## config.mk

```make
export PLATFORM = sky130hd
export DESIGN_NAME = two_by_one_rr_arbiter
export DESIGN_NICKNAME = d
export VERILOG_FILES = /design/src/rtl/two_by_one_rr_arbiter.sv
export SDC_FILE = /design/constraint.sdc
export NUM_CORES = 1
export LEC_CHECK = 0
export ABC_AREA = 1
export CORE_MARGIN = 8
export CORE_UTILIZATION = 30
export CTS_BUF_LIST = sky130_fd_sc_hd__clkbuf_4 sky130_fd_sc_hd__clkbuf_8
export DETAILED_ROUTE_END_ITERATION = 8
export SETUP_SLACK_MARGIN = 0.4
export SLEW_MARGIN = 0
export SYNTH_ARGS = -nofsm -noshare
export SYNTH_HDL_FRONTEND = slang
export SYNTH_SLANG_ARGS = --single-unit
```

## constraint.sdc

```tcl
create_clock -name in_clk -period 1.8 [get_ports in_clk]
set_clock_uncertainty 0.05 [all_clocks]
set_input_delay 0.36 -clock in_clk [delete_from_list [all_inputs] [get_ports in_clk]]
set_output_delay 0.36 -clock in_clk [all_outputs]
set_load 0.02 [all_outputs]
```

## src/rtl/two_by_one_rr_arbiter.sv

```systemverilog
// Two-source round-robin arbiter feeding a single-entry valid/ready output register.
// Optional per-source ack counters are enabled by defining TWO_BY_ONE_RR_ARBITER_CNT_EN.
module two_by_one_rr_arbiter #(
   parameter int n = 8
) (
   input  logic         in_clk,
   input  logic         in_rst,
   input  logic [n-1:0] in_inputone,
   input  logic         in_reqone,
   output logic         out_ackone,
   input  logic [n-1:0] in_inputtwo,
   input  logic         in_reqtwo,
   output logic         out_acktwo,
   output logic [n-1:0] out_output,
   output logic         out_valid,
   input  logic         in_ready,
   output logic         out_sel
`ifdef TWO_BY_ONE_RR_ARBITER_CNT_EN
   ,
   output logic [15:0]  out_cntone,
   output logic [15:0]  out_cnttwo
`endif
);

   typedef enum logic {
      ST_EMPTY = 1'b0,
      ST_FULL  = 1'b1
   } state_t;

   state_t         state_r;
   state_t         state_nxt_s;
   logic [n-1:0]   data_r;
   logic           sel_r;
   logic           ptr_r;      // index of the last granted source
   logic           load_s;
   logic           grant_two_s;

`ifdef TWO_BY_ONE_RR_ARBITER_CNT_EN
   logic [15:0]    cnt_one_r;
   logic [15:0]    cnt_two_r;
`endif

   // Load decision and round-robin grant selection.
   always_comb begin
      load_s      = 1'b0;
      grant_two_s = 1'b0;
      if ((in_reqone | in_reqtwo) & ((state_r == ST_EMPTY) | in_ready)) begin
         load_s = 1'b1;
      end else begin
         load_s = 1'b0;
      end
      // On a tie, the source that did not win last time gets the grant.
      if (in_reqone & in_reqtwo) begin
         grant_two_s = ~ptr_r;
      end else if (in_reqtwo) begin
         grant_two_s = 1'b1;
      end else begin
         grant_two_s = 1'b0;
      end
   end

   // Acks are suppressed during reset because the capture is discarded.
   always_comb begin
      out_ackone = 1'b0;
      out_acktwo = 1'b0;
      if (load_s & ~in_rst) begin
         out_ackone = ~grant_two_s;
         out_acktwo = grant_two_s;
      end else begin
         out_ackone = 1'b0;
         out_acktwo = 1'b0;
      end
   end

   // Next-state logic for the holding register occupancy.
   always_comb begin
      state_nxt_s = state_r;
      case (state_r)
         ST_EMPTY: begin
            if (load_s) begin
               state_nxt_s = ST_FULL;
            end else begin
               state_nxt_s = ST_EMPTY;
            end
         end
         ST_FULL: begin
            if (load_s) begin
               state_nxt_s = ST_FULL;
            end else if (in_ready) begin
               state_nxt_s = ST_EMPTY;
            end else begin
               state_nxt_s = ST_FULL;
            end
         end
         default: state_nxt_s = ST_EMPTY;
      endcase
   end

   // State, output data, select and round-robin pointer registers.
   always_ff @(posedge in_clk) begin
      if (in_rst) begin
         state_r <= ST_EMPTY;
         data_r  <= {n{1'b0}};
         sel_r   <= 1'b0;
         ptr_r   <= 1'b1;
      end else begin
         state_r <= state_nxt_s;
         if (load_s) begin
            data_r <= grant_two_s ? in_inputtwo : in_inputone;
            sel_r  <= grant_two_s;
            ptr_r  <= grant_two_s;
         end
      end
   end

`ifdef TWO_BY_ONE_RR_ARBITER_CNT_EN
   // Per-source ack counters, wrapping at 16 bits.
   always_ff @(posedge in_clk) begin
      if (in_rst) begin
         cnt_one_r <= 16'd0;
         cnt_two_r <= 16'd0;
      end else begin
         if (out_ackone) begin
            cnt_one_r <= cnt_one_r + 16'd1;
         end
         if (out_acktwo) begin
            cnt_two_r <= cnt_two_r + 16'd1;
         end
      end
   end

   assign out_cntone = cnt_one_r;
   assign out_cnttwo = cnt_two_r;
`endif

   assign out_output = data_r;
   assign out_valid  = (state_r == ST_FULL);
   assign out_sel    = sel_r;

endmodule

```

==> results of run 1 <==
-- power by group through the flow --
| stage | Sequential (W) | Clock (W) | Combinational [W] |
|---|---|---|---|
| floorplan | 0.000307 | 0 | 0.0000906 |
| global placement | 0.000282 | 0 | 0.000229 |
| detailed placement | 0.000283 | 0 | 0.000232 |
| CTS | 0.000277 | 0.000190 | 0.000219 |
| global route | 0.000282 | 0.000201 | 0.000245 |
| finish | 0.000278 | 0.000184 | 0.000219 |
-- worst max-delay path, cell delays in order --
cell and delay, ns:
clkdlybuf4s15_1 0.20, buf_4 0.15, o21ai_2 0.14, nor3_2 0.06, buf_4 0.16
-- kinds of logic (layout without fill, tap and decap cells) --
group / Yosys count / count (layout) / share of synthesized area (%)
compound gates: 3 / 3 / 2.49
buf+inv: 22 / 64 / 15.6
flops: 11 / 11 / 36.6
simple gates: 68 / 68 / 45.3
-- flip-flops by register name, summed over array words and instances (netlist names) --
register	count
out_output	8
out_sel	1
out_valid	1
ptr_r	1
-- per-stage QoR --
step	hold WS, ns	total power, W	worst slack [ns]
2_1_floorplan	0.379	0.000398	0.384
3_3_place_gp	0.394	0.000511	-0.410
3_5_place_dp	0.399	0.000515	-0.445
4_1_cts	0.417	0.000686	0.317
5_1_grt	0.434	0.000728	0.251
6_report	0.416	0.000681	0.314
-- synthesized netlist by cell type (all sizes together) --
library cell and n:
a21oi 2, buf 2, clkinv 1, dfxtp 11, inv 19, nand2 38, nand3 1, nor2 28
nor3 1, o21ai 1
-- what timing repair did --
item | 4_1_cts | 5_1_grt
resized for setup | 31 | 9
setup endpoints to repair | 12 | 5
setup buffers | 1 | 0
pin swaps | 1 | 3
-- cells in the final DEF (no fill, tap or decap) --
| master | netlist | final |
|---|---|---|
| a21oi_1 | 2 | 2 |
| buf_4 | 1 | 10 |
| clkbuf_2 | 0 | 1 |
| clkbuf_4 | 0 | 4 |
| clkdlybuf4s15_1 | 0 | 5 |
| clkdlybuf4s50_1 | 0 | 16 |
| clkinv_1 | 1 | 1 |
| dfxtp_1 | 11 | 9 |
| dfxtp_2 | 0 | 2 |
| dlygate4sd2_1 | 0 | 8 |
| inv_1 | 19 | 18 |
| inv_4 | 0 | 1 |
| nand2_1 | 37 | 34 |
| nand2_2 | 0 | 2 |
| nand2_4 | 1 | 2 |
| nand3_1 | 1 | 1 |
| nor2_1 | 27 | 27 |
| nor2_4 | 1 | 1 |
| nor3_2 | 0 | 1 |
| o21ai_2 | 0 | 1 |
-- cell type report --
| type | count | area (um^2) |
|---|---|---|
| Sequential cell | 11 | 223 |
| Fill cell | 200 | 888 |
| Inverter | 20 | 77.6 |
| Multi-Input combinational cell | 71 | 309 |
| Clock buffer | 4 | 30.0 |
| Timing Repair Buffer | 40 | 360 |
| Tap cell | 27 | 33.8 |
-- per-layer routing --
layer | GRT usage [%] | share of wire [%] | up-vias
met1 | 11.1 | 40 | 272
met2 | 16.4 | 52 | 18
met4 | 5.98 | 2.1 | 0
met3 | 3.60 | 5.4 | 2
met5 | 0 | 0 | -
li1 | - | - | 381
-- path summary, 6_finish.rpt --
check	from	endpoint	slack (ns)	cells past startpoint
hold / removal	ptr_r$_SDFFE_PP1P_	ptr_r$_SDFFE_PP1P_	0.42	2
setup / recovery	in_reqone	out_ackone	0.31	5
setup reg to reg	ptr_r$_SDFFE_PP1P_	out_output[6]$_SDFFE_PP0P_	0.76	7
hold reg to reg	ptr_r$_SDFFE_PP1P_	ptr_r$_SDFFE_PP1P_	0.42	2
==> impl_metrics.tcl, run 1 <==
set metrics [dict create \
    status "finished, final reports clean" \
    combPwrFrac_pct 32.1 \
    rsz0062_at_grt "true" \
    fp.dieW_um 60.8 \
    pwr-share-clk_pct 27.0 \
    yosysWarningCount 0 \
    maxCapViolations 0 \
    nets 168 \
    final.min_clock_period_ns 1.49 \
    fp-row-count 16 \
    powerDensity_mw_per_mm2 659 \
    worst_min_path_class "reg -> reg" \
    tritoncts "done" \
    post_dp_cell_area_um2 995 \
    timing.critical_path.required_ns 1.39 \
    cts_buffer_depth 2 \
    timing.setup.tns_ns 0 \
    vias_in_the_first_global_route 663 \
    final_design_area_no_fill_mm2 0.00103 \
    timing_hold_violations_final 0 \
    critical_path_peak_fanout 2 \
    timing_worst_setup_path_type "in -> out" \
    routedWlPerCell_um 9.53 \
    clk_pin_slew_ns 0.07 \
    drc_errors 0 \
    area_growth_syn_to_layout_pct 71.7 \
    max_slew_margin_pct 83.3 \
    dp_hpwl_um 1300 \
    post_synth_instance_area_um2 602 \
    max-vdd-ir-drop_v 0.000505 \
    final_core_utilization_pct 53.8 \
    synth_sequential_area_ratio_pct 36.6 \
    synthTopCellsByArea "dfxtp_1 37%, nand2_1 23%, nor2_1 17%" \
    report.final.slew_viol_count 0 \
    antenna-diode-count 0 \
    synth_top_cell_by_area "dfxtp_1" \
    cts.sinks 11 \
    antenna_violations_before_repair 0 \
    postSynthRegisterBits 11 \
    intPower_w 0.000473 \
    cp_arrival_ns 1.08 \
    detailroute.via_count 673 \
    critPathLaunchType "primary input" \
    finalSetupViolations 0 \
    totalWireLength_um 1650 \
    start_util_pct 31.3 \
    fp.coreArea_mm2 0.00192 \
    sequentialPowerShare_pct 40.9 \
    leakage_nw 0.568 \
    post_synthesis_cells 104 \
    die-area_mm2 0.00370 \
    grt_start_max_net_pins 17 \
    clock_latency_ns 0.26 \
    grt_util_all_layers_pct 10.1 \
    number_of_distinct_library_cells_after_synthesis 13 \
    finalCritPeriodShare_pct 82.6 \
    top_level_ports 33 \
    grt_pass1_wl_um 2780 \
    placed_instances 168 \
    switching_share_of_power_pct 30.5 \
    gp_routability_congestion 0.692 \
    postSynthAreaPerCell_um2 5.79 \
    cts_max_level 1 \
    cts-buffers-inserted 3 \
    worst_slew_pin_slew_ns 0.249 \
    cts-hold-fix-buffers 0 \
    post_route_insts_no_fill 173 \
    grt_overflow_total 0 \
    drt_first_iter_violations 0 \
    power_switching_w 0.000207 \
    fp.dieH_um 60.8 \
    root_buffer "clkbuf_4" \
    final_layout_size_suffix_gt1_share_pct 17.1 \
    timing.critical_path.to_type "primary output" \
    synth.net_count 125 \
    place.port_buffers 32 \
    number_of_nets_still_failing_antenna_checks_after_routing 0 \
    clock.fmax_mhz 673 \
    vias_per_cell 3.89 \
    drtPass1Iterations 1 \
    synth_largest_type_area_fraction_pct 36.6 \
]
(Power assumes the default switching activity.)
==> run 2: changes to the inputs <==
--- a/config.mk
+++ b/config.mk
@@ -10,6 +10,7 @@
 export CORE_UTILIZATION = 30
 export CTS_BUF_LIST = sky130_fd_sc_hd__clkbuf_4 sky130_fd_sc_hd__clkbuf_8
 export DETAILED_ROUTE_END_ITERATION = 8
+export PLACE_DENSITY = 0.67
 export SETUP_SLACK_MARGIN = 0.4
 export SLEW_MARGIN = 0
 export SYNTH_ARGS = -nofsm -noshare
==> constraint.sdc (replaced) <==
create_clock -name in_clk -period 1.3 [get_ports in_clk]
set_clock_uncertainty 0.05 [all_clocks]
set_input_delay 0.26 -clock in_clk [delete_from_list [all_inputs] [get_ports in_clk]]
set_output_delay 0.26 -clock in_clk [all_outputs]
set_load 0.02 [all_outputs]
==> impl_metrics.tcl, run 2 (same netlist as run 1, synthesis figures left out) <==
set metrics [dict create \
    status "finished, violations left" \
    failed_checks "negative setup slack" \
    routed.top_layer "met4" \
    number_of_nets_still_failing_antenna_checks_after_routing 0 \
    rsz0062_at_grt "true" \
    clock_latency_ns 0.27 \
    timing.rr.start "out_valid$_SDFF_PP0_" \
    combPwrFrac_pct 37.5 \
    r2r-end "out_output[2]$_SDFFE_PP0P_" \
    timing.critical_path.required_ns 0.99 \
    worst_setup_path_endpoint "out_ackone" \
    grt_util_all_layers_pct 10.5 \
    top_level_ports 33 \
    reg2reg_slack_ns 0.03 \
    finalCritPeriodShare_pct 107 \
    tritoncts "done" \
    grt_pass1_wl_um 2880 \
    totalWireLength_um 1850 \
    final.min_clock_period_ns 1.39 \
    antenna_violations_before_repair 0 \
    intPower_w 0.000689 \
    num-fill-cells 181 \
    drtPass1Iterations 4 \
    clk_pin_slew_ns 0.08 \
    largest_register_ff_count 8 \
    critPathLaunchType "register" \
    nets 169 \
    timing.hold.worst_path_depth 2 \
    timing.critical_path.to_type "primary output" \
    cts_max_level 1 \
    place.port_buffers 32 \
    fp.coreArea_mm2 0.00192 \
    die-area_mm2 0.00370 \
    worst_min_path_class "reg -> reg" \
    final_layout_size_suffix_gt1_share_pct 36.7 \
    leakage_nw 0.598 \
    sequentialPowerShare_pct 39.1 \
    worst_slew_pin_slew_ns 0.242 \
    gp_routability_congestion 0.726 \
    critical_path_peak_fanout 3 \
    max-vdd-ir-drop_v 0.000411 \
    cts-buffers-inserted 3 \
    cts.sinks 11 \
    drc_errors 0 \
    ff2ff_path_depth 8 \
    timing_hold_violations_final 0 \
    final_core_utilization_pct 60.4 \
    root_buffer "clkbuf_4" \
    fp.dieW_um 60.8 \
    timing_worst_setup_path_type "reg -> out" \
    dp_hpwl_um 1360 \
    routed-wl-met2_um 1030 \
    area_growth_syn_to_layout_pct 92.7 \
    powerDensity_mw_per_mm2 878 \
    setup_slack_ns -0.0921 \
    drt_first_iter_violations 12 \
    cts-hold-fix-buffers 0 \
    vias_per_cell 4.07 \
    fp-row-count 16 \
    report.final.slew_viol_count 0 \
    max_slew_margin_pct 83.8 \
    p_total_w 0.00102 \
    fp.dieH_um 60.8 \
    switching_share_of_power_pct 32.4 \
    clock.fmax_mhz 718 \
    most_frequent_standard_cell_in_the_layout_excluding_fill_and_tap_cells "nand2_1" \
    cts_buffer_depth 2 \
    routedWlPerCell_um 10.6 \
    finalSetupViolations 2 \
    grt_start_max_net_pins 17 \
    vias_in_the_first_global_route 699 \
    cp_arrival_ns 1.08 \
    power_switching_w 0.000329 \
    antenna-diode-count 0 \
    pwr-share-clk_pct 23.4 \
    worstSetupStartpoint "out_valid$_SDFF_PP0_" \
    met3_wirelength_um 59 \
    wl_met1_um 725 \
    detailroute.via_count 708 \
    layout.cells.most_common_list "30 x nand2_1, 24 x nor2_1, 16 x inv_1, 16 x clkdlybuf4s50_1, 14 x buf_6" \
    grt_overflow_total 0 \
    maxCapViolations 0 \
    start_util_pct 31.3 \
]
==> run 2: cell types whose count changed in the layout (fill, tap and decap cells not counted), moves of 5 or more <==
| cell | before | now |
|---|---|---|
| clkdlybuf4s15_1 | 5 | 0 |
| buf_4 | 10 | 5 |
| dfxtp_1 | 9 | 0 |
| buf_6 | 0 | 14 |
| dfxtp_2 | 2 | 10 |
==> run 2: power groups by stage <==
stage                     combinational, W  clock [W]  sequential [W]
after floorplan                   0.000136          0        0.000427
after global placement            0.000325          0        0.000391
after detailed placement          0.000329          0        0.000393
after CTS                         0.000350   0.000235        0.000397
after global routing              0.000417   0.000264        0.000401
final                             0.000382   0.000238        0.000398
==> run 2: cell type report <==
type                       instances  area (um^2)  share of cell area [%]
clock buffer                       3         22.5                    1.94
clock inverter                     1         5.00                   0.432
inverter                          20         81.3                    7.01
multi-input combinational         71          350                    30.2
sequential                        11          236                    20.4
tap                               27         33.8                    2.91
timing repair buffer              41          430                    37.1
==> run 2: worst min-delay path by stage <==
stage / startpoint / slack (ns) / to
finish: out_sel$_SDFFE_PP0P_ / 0.42 / out_sel$_SDFFE_PP0P_
global route: out_sel$_SDFFE_PP0P_ / 0.44 / out_sel$_SDFFE_PP0P_
CTS: out_sel$_SDFFE_PP0P_ / 0.42 / out_sel$_SDFFE_PP0P_
detailed placement: out_sel$_SDFFE_PP0P_ / 0.41 / out_sel$_SDFFE_PP0P_
global placement: out_sel$_SDFFE_PP0P_ / 0.40 / out_sel$_SDFFE_PP0P_
floorplan: in_rst / 0.27 / out_valid$_SDFF_PP0_
==> run 2: worst max-delay path, stage by stage (launching register included) <==
cell	delay, ns
dfxtp_4	0.36
nand2_4	0.08
o21ai_4	0.07
nor3_4	0.17
buf_6	0.14
==> run 2: metal layers <==
metal | GRT usage (%) | vias up
met5 | 0 | -
met1 | 9.92 | 309
li1 | - | 385
met2 | 19.5 | 12
met4 | 6.98 | 0
met3 | 2.54 | 2
==> run 2: through the flow <==
stage / cells / hold WS [ns] / setup slack (ns) / cell area (um^2) / TNS, ns
after floorplan: 104 / 0.269 / 0.111 / 642 / 0
after global placement: 166 / 0.396 / -0.781 / 1010 / -4.29
after detailed placement: 166 / 0.407 / -0.814 / 1010 / -4.37
after CTS: 171 / 0.422 / -0.105 / 1090 / -0.168
after global routing: 174 / 0.441 / -0.156 / 1160 / -0.613
final: 174 / 0.422 / -0.0921 / 1160 / -0.181
==> run 2: what timing repair did <==
item,in CTS,in global routing
endpoints found under the hold margin,0,0
setup endpoints to repair,23,22
buffers inserted,1,2
pin swaps,6,10
cloned,0,1
gates resized for setup,97,8
